==> src/rtl/pipe_ctrl_gen.sv <==
// Pipeline hazard controller: merges stage stall requests, bus stall and
// redirect flushes into per-stage stall/flush, plus stall watchdog and counter.
module pipe_ctrl_gen #(
    parameter int STAGES    = 6,
    parameter int PC_W      = 32,
    parameter int FLUSH_CYC = 1,
    parameter int WD_LIMIT  = 1024,
    parameter int CNT_W     = 32
) (
    input  logic              clk,
    input  logic              rst,
    input  logic [STAGES-1:0] stallreq,
    input  logic              stallreq_axi,
    input  logic              flush_req,
    input  logic [PC_W-1:0]   flush_pc,
    input  logic              wd_clr,
    output logic [STAGES-1:0] stall,
    output logic [STAGES-1:0] flush,
    output logic              new_pc_vld,
    output logic [PC_W-1:0]   new_pc,
    output logic              wd_trip,
    output logic [CNT_W-1:0]  stall_cycles
);
    localparam int FC_W = (FLUSH_CYC > 1) ? $clog2(FLUSH_CYC) : 1;
    localparam int WD_W = $clog2(WD_LIMIT + 1);

    typedef enum logic [1:0] {IDLE, PEND, FLUSH} state_t;

    state_t            state, state_n;
    logic [FC_W-1:0]   fcnt, fcnt_n;
    logic              first, first_n;
    logic [PC_W-1:0]   pc_q, pc_n;
    logic [WD_W-1:0]   wd_cnt;
    logic [STAGES-1:0] req_mask, bubble;

    // A request at stage k holds 0..k; the stage just above gets a bubble.
    genvar i;
    generate
        for (i = 0; i < STAGES; i++) begin : g_stage
            assign req_mask[i] = |stallreq[STAGES-1:i];
            if (i == 0) begin : g_pc
                assign bubble[i] = 1'b0;
            end else begin : g_up
                assign bubble[i] = req_mask[i-1] & ~req_mask[i];
            end
        end
    endgenerate

    always_comb begin
        stall      = req_mask;
        flush      = bubble;
        if (state == FLUSH) begin
            stall = '0;
            flush = '1;
        end
        if (stallreq_axi) begin
            stall = '1;
            flush = '0;
        end
        new_pc_vld = (state == FLUSH) && first && !stallreq_axi;
        new_pc     = pc_q;
    end

    always_comb begin
        state_n = state;
        fcnt_n  = fcnt;
        first_n = first;
        pc_n    = pc_q;
        case (state)
            IDLE: begin
                if (flush_req) begin
                    pc_n    = flush_pc;
                    fcnt_n  = '0;
                    first_n = 1'b1;
                    state_n = stallreq_axi ? PEND : FLUSH;
                end
            end
            PEND: begin
                if (flush_req) pc_n = flush_pc;
                if (!stallreq_axi) begin
                    fcnt_n  = '0;
                    first_n = 1'b1;
                    state_n = FLUSH;
                end
            end
            FLUSH: begin
                if (flush_req) begin
                    pc_n    = flush_pc;
                    fcnt_n  = '0;
                    first_n = 1'b1;
                end else if (!stallreq_axi) begin
                    // bus stall freezes the hold count; otherwise advance
                    first_n = 1'b0;
                    if (fcnt == FC_W'(FLUSH_CYC - 1)) state_n = IDLE;
                    else                              fcnt_n  = fcnt + 1'b1;
                end
            end
            default: state_n = IDLE;
        endcase
    end

    always_ff @(posedge clk or posedge rst) begin
        if (rst) begin
            state <= IDLE;
            fcnt  <= '0;
            first <= 1'b0;
            pc_q  <= '0;
        end else begin
            state <= state_n;
            fcnt  <= fcnt_n;
            first <= first_n;
            pc_q  <= pc_n;
        end
    end

    always_ff @(posedge clk or posedge rst) begin
        if (rst) begin
            wd_cnt       <= '0;
            wd_trip      <= 1'b0;
            stall_cycles <= '0;
        end else if (wd_clr) begin
            wd_cnt       <= '0;
            wd_trip      <= 1'b0;
            stall_cycles <= '0;
        end else if (stall[0]) begin
            if (wd_cnt != WD_W'(WD_LIMIT))     wd_cnt  <= wd_cnt + 1'b1;
            if (wd_cnt == WD_W'(WD_LIMIT - 1)) wd_trip <= 1'b1;
            if (!(&stall_cycles))              stall_cycles <= stall_cycles + 1'b1;
        end else begin
            wd_cnt <= '0;
        end
    end
endmodule

==> config.mk <==
export PLATFORM = sky130hd
export DESIGN_NAME = pipe_ctrl_gen
export DESIGN_NICKNAME = d
export VERILOG_FILES = /design/src/rtl/pipe_ctrl_gen.sv
export SDC_FILE = /design/constraint.sdc
export NUM_CORES = 1
export LEC_CHECK = 0
export ABC_AREA = 1
export CORE_MARGIN = 3
export CORE_UTILIZATION = 45
export CTS_BUF_LIST = sky130_fd_sc_hd__clkbuf_4 sky130_fd_sc_hd__clkbuf_8
export DETAILED_ROUTE_END_ITERATION = 12
export PLACE_DENSITY_LB_ADDON = 0.05
export SLEW_MARGIN = 25
export SYNTH_ARGS = -nofsm -noshare
export SYNTH_HDL_FRONTEND = slang
export SYNTH_SLANG_ARGS = --single-unit
==> constraint.sdc <==
create_clock -name clk -period 2.8 [get_ports clk]
set_input_delay 0.7 -clock clk [delete_from_list [all_inputs] [get_ports clk]]
set_output_delay 0.7 -clock clk [all_outputs]
set_load 0.05 [all_outputs]
Word level (Yosys, flattened, before mapping)

Cells that the tools add are included.

Flip-flop bits (word level): 80
Input bits: 43
Output and inout bits: 78

Add/sub/neg operators: 3
Equal/unequal tests: 12
Mux-type cells: 30
Bitwise gates (word level): 10
Reductions and logical operators: 19

Operators with widths:

| cell                                                              | count |
|---|---|
| 32-bit 2-to-1 mux                                                 | 3 |
| 11-bit 2-to-1 mux                                                 | 3 |
| 32-bit by 1-bit adder with 32-bit output, second input constant   | 1 |
| 32-bit AND reduction                                              | 1 |
| 6-bit 2-to-1 mux                                                  | 4 |
| 2-bit 2-to-1 mux                                                  | 6 |
| 2-bit != test, second input constant                              | 6 |
| 11-bit by 1-bit adder with 11-bit output, second input constant   | 1 |
| 11-bit by 10-bit == test with 1-bit output, second input constant | 1 |
| 1-bit 2-to-1 mux                                                  | 11 |
| 11-bit != test, second input constant                             | 1 |
| 1-bit one-hot mux with 3 select lines                             | 2 |
| 2-bit one-hot mux with 3 select lines                             | 1 |
| 2-bit AND reduction                                               | 3 |
| 3-bit OR reduction                                                | 2 |
| 6-bit OR reduction                                                | 1 |
| 1-bit bitwise AND                                                 | 5 |
| 1-bit NOT                                                         | 5 |
| 5-bit AND reduction                                               | 1 |
| 5-bit OR reduction                                                | 1 |
| 4-bit AND reduction                                               | 1 |
| 2-bit nonzero test                                                | 2 |
| 4-bit OR reduction                                                | 1 |
| 3-bit by 2-bit != test with 1-bit output, second input constant   | 1 |
| other kinds (9)                                                   | 10 |

Logic depth before layout (Yosys ltp)

Depth in word-level cells: 5
Depth in mapped cells: 11

Worst setup path after synthesis

No wires, ideal clock.

Kind: input port to output port
Start: input stallreq_axi
End: output flush[1]
Arrival: 2.896 ns
Required time: 2.100 ns
Setup slack: -0.796 ns
Stages on the path: 5
Buffers on the path: 0
Path through: inv_1 > nand2_2 > inv_1 > o21ai_0 > nor2_1

Longest elaborated chain between the ends: 1

Ends and longest elaborated chain:

| what               | RTL line | RTL |
|---|---|---|
| start: declaration | 13       | `input logic stallreq_axi,` |
| 6-bit 2-to-1 mux   | 56       | `if (stallreq_axi) begin` |
| end: declaration   | 18       | `output logic [STAGES-1:0] flush,` |

Every way passes these cells.

Final worst setup path

Ends and elaborated chain as after synthesis.

==> results.ini <==
[critical_path]
worst_ep_required_time_ns = 2.10
start_kind = input port
worstRegToRegCells = 8
criticalPathCategory = in -> out
worstPathArrival_ns = 1.98
worst_setup_slack_for_register_to_register_paths_ns = 0.95
crit_path_max_fanout = 5
regToRegEndpoint = stall_cycles[14]
regToRegStartpoint = stall_cycles[0]
crit_path_end_kind = output pin

[clock_tree]
cts_buffers = 9
max_buffers_root_to_sink = 2
worst_setup_hold_path_clk_slew_ns = 0.09
tritoncts_clock_tree = done
ctsHtreeMaxLevel = 3
clk_root_buffer_cell = sky130_fd_sc_hd__clkbuf_8
cts_num_sinks = 79
clk-insertion-delay-late_ns = 0.35
cts_hold_buf = 0

[layout]
finalNetCount = 688
final_layout_size_suffix_gt1_share_pct = 21.6
mostFrequentLayoutCell = sky130_fd_sc_hd__nand2_1
fin_util_pct = 65.5
antenna_cells = 0
final_cell_count_no_fill = 776
area_growth_pct = 39.8
most-common-layout-cells = sky130_fd_sc_hd__nand2_1, sky130_fd_sc_hd__clkdlybuf4s50_1, sky130_fd_sc_hd__dfrtp_1, sky130_fd_sc_hd__nor2_1, sky130_fd_sc_hd__inv_1

[sta]
final.period_utilization_pct = 95.6
fin_setup_tns_ns = 0
max_clock_freq_ghz = 0.373
final_max_slew_viol_count = 0
number_of_hold_violations_in_the_final_report = 0
setup-violations-final = 0
fin_worst_skew_ns = 0.0142
rsz_0062_raised_after_global_routing = no
tightest_slew_ns = 0.663
hold_ws_ns = 0.503
maxSlewHeadroom_pct = 55.8
min_period_ns = 2.68

[synthesis]
synth_compound_gate_area_share_pct = 8.12
yosysTopAreaCell = sky130_fd_sc_hd__dfrtp_1
yosys_reg_bits = 79
postSynthNetCount = 556
post_synth_inst_count = 510
area_share_of_the_largest_cell_type_after_synthesis_pct = 45.0
synth_warnings = 0
synth.top_cells.by_area = sky130_fd_sc_hd__dfrtp_1, sky130_fd_sc_hd__nand2_1, sky130_fd_sc_hd__mux2_2
post_synth_and_or_nand_nor_area_fraction_pct = 27.4
syn_avg_cell_area_um2 = 8.62
synth.yosys.seq_area_share_pct = 45.0
synthXorXnorAreaFrac_pct = 3.39
synth_cell_types = 33
syn-cell-area_mm2 = 0.00439
synth.mux.area_fraction_pct = 8.20
synth_top_family_by_area = simple AND/OR/NAND/NOR gates
synthesized_area_fraction_occupied_by_adder_cells_pct = 0.854

[hold_path]
hold_path.startpoint = wd_trip
timing.hold.worst_endpoint = wd_trip
hold-path-cell-count = 2
worstHoldPathType = reg -> reg

[run_status]
status = finished clean

[global_routing]
grt_first_pass_wirelength_mm = 18.2
pin_count_of_the_biggest_net_entering_global_routing = 38
global_route.usage.total_pct = 20.1
grt_pass1_vias = 3875
antenna_found_initial = 0
grt_remaining_overflow = 0

[floorplanning]
die_height_um = 105
initial_utilization_pct = 46.9
die_width_um = 105
dieArea_mm2 = 0.0110
io_pins = 121
placement_rows = 35
core_mm2 = 0.00937

[power_and_ir_drop]
irDropWorstVdd_v = 0.000320
p_per_area_mw_per_mm2 = 541
post-layout-total-power_mw = 3.33
p_leak_nw = 2.64

[placed_design]
portBuffers = 120
post-place-cells = 760
gp_routability_congestion = 0.856
final_hpwl_from_detailed_placement_mm = 8.11

[routing]
detail_route.iter0.violations = 97
drt_pre_antenna_iters = 4
detail_routed_net_length_per_standard_cell_um = 13.5
detail_route.drc_violations = 0
vias = 3826
viasPerCell = 4.93
wire_length_after_detailed_routing_mm = 10.4
drt.antenna.violating_nets = 0

[job]
max-cap-violations = 0

synth_stat cells:
cell type and n:
sky130_fd_sc_hd__a211oi_1 1, sky130_fd_sc_hd__a21oi_1 8, sky130_fd_sc_hd__a31oi_1 2, sky130_fd_sc_hd__a41oi_1 1
sky130_fd_sc_hd__buf_1 1, sky130_fd_sc_hd__buf_12 4, sky130_fd_sc_hd__buf_2 4, sky130_fd_sc_hd__buf_4 2
sky130_fd_sc_hd__clkbuf_1 1, sky130_fd_sc_hd__dfrtp_1 79, sky130_fd_sc_hd__ha_1 3, sky130_fd_sc_hd__inv_1 48
sky130_fd_sc_hd__inv_2 2, sky130_fd_sc_hd__mux2_2 32, sky130_fd_sc_hd__nand2_1 119, sky130_fd_sc_hd__nand2_2 20
sky130_fd_sc_hd__nand2_4 2, sky130_fd_sc_hd__nand3_1 38, sky130_fd_sc_hd__nand3b_4 1, sky130_fd_sc_hd__nand4_1 3
sky130_fd_sc_hd__nor2_1 65, sky130_fd_sc_hd__nor2_2 2, sky130_fd_sc_hd__nor2_4 4, sky130_fd_sc_hd__nor2_8 1
sky130_fd_sc_hd__nor3_1 8, sky130_fd_sc_hd__nor4_1 1, sky130_fd_sc_hd__o21ai_0 9, sky130_fd_sc_hd__o21ai_1 5
sky130_fd_sc_hd__o21ai_2 24, sky130_fd_sc_hd__o21bai_1 1, sky130_fd_sc_hd__or2_2 2, sky130_fd_sc_hd__xnor2_1 7
sky130_fd_sc_hd__xor2_1 10
metrics by stage:
step | worst slack [ns] | instance area [um^2]
2_1_floorplan | -0.0634 | 4430
3_3_place_gp | 0.0891 | 5910
3_5_place_dp | 0.0352 | 5910
4_1_cts | 0.0241 | 6130
5_1_grt | 0.0212 | 6140
6_report | 0.122 | 6140
worst max-delay path by stage:
stage | start | endpoint | slack, ns
final | stallreq_axi | flush[1] | 0.12
after global routing | stallreq[3] | flush[2] | 0.02
after CTS | stallreq_axi | flush[3] | 0.02
after detailed placement | stallreq_axi | flush[3] | 0.04
after global placement | stallreq_axi | flush[2] | 0.09
after floorplan | stallreq[5] | flush[2] | -0.06
critical path, cell delays in order:
cell and delay, ns:
sky130_fd_sc_hd__clkdlybuf4s50_1 0.49, sky130_fd_sc_hd__inv_2 0.07, sky130_fd_sc_hd__nand2_2 0.10, sky130_fd_sc_hd__inv_1 0.13, sky130_fd_sc_hd__o21ai_2 0.26, sky130_fd_sc_hd__nor2_4 0.06, sky130_fd_sc_hd__buf_12 0.15
layer usage:
layer	vias up	track usage (%)	part of all wire, %
li1	1908	-	-
met1	1815	25.1	43
met2	88	33.8	49
met3	15	5.44	6.6
met4	0	6.47	1.6
met5	-	0	0
logic make-up after synthesis:
group | after synthesis
adders and majority gates | 3
buffers and inverters | 62
and+or+nand+nor | 266
AOI/OAI and AO/OA | 51
DFF | 79
xor gates and xnor gates | 17
muxes | 32
sequential cells by signal (all words and copies together), names as in the netlist:
signal        flops
first             1
new_pc           32
stall_cycles     32
state             2
wd_cnt           11
wd_trip           1
timing repair:
| action | 4_1_cts | 5_1_grt |
|---|---|---|
| buffers inserted | 0 | 0 |
| hold endpoints to repair | 0 | 0 |
| resized for setup | 0 | 3 |
| endpoints found under the setup margin | 0 | 3 |
power by group:
part / switching (mW) / internal (mW) / total [mW]
sequential: 0.0615 / 1.23 / 1.30
clock: 0.430 / 0.524 / 0.954
combinational: 0.653 / 0.423 / 1.08
total: 1.14 / 2.18 / 3.33
layout make-up:
type,instances,area [um^2]
fillers,839,3230
inverters,50,189
repair buffers,133,1440
clock inverters,5,82.6
well taps,129,161
flip-flops and latches,79,1980
clock buffers,11,139
multi-input cells,369,2150
Note: power is estimated with default switching activity, not from simulation.
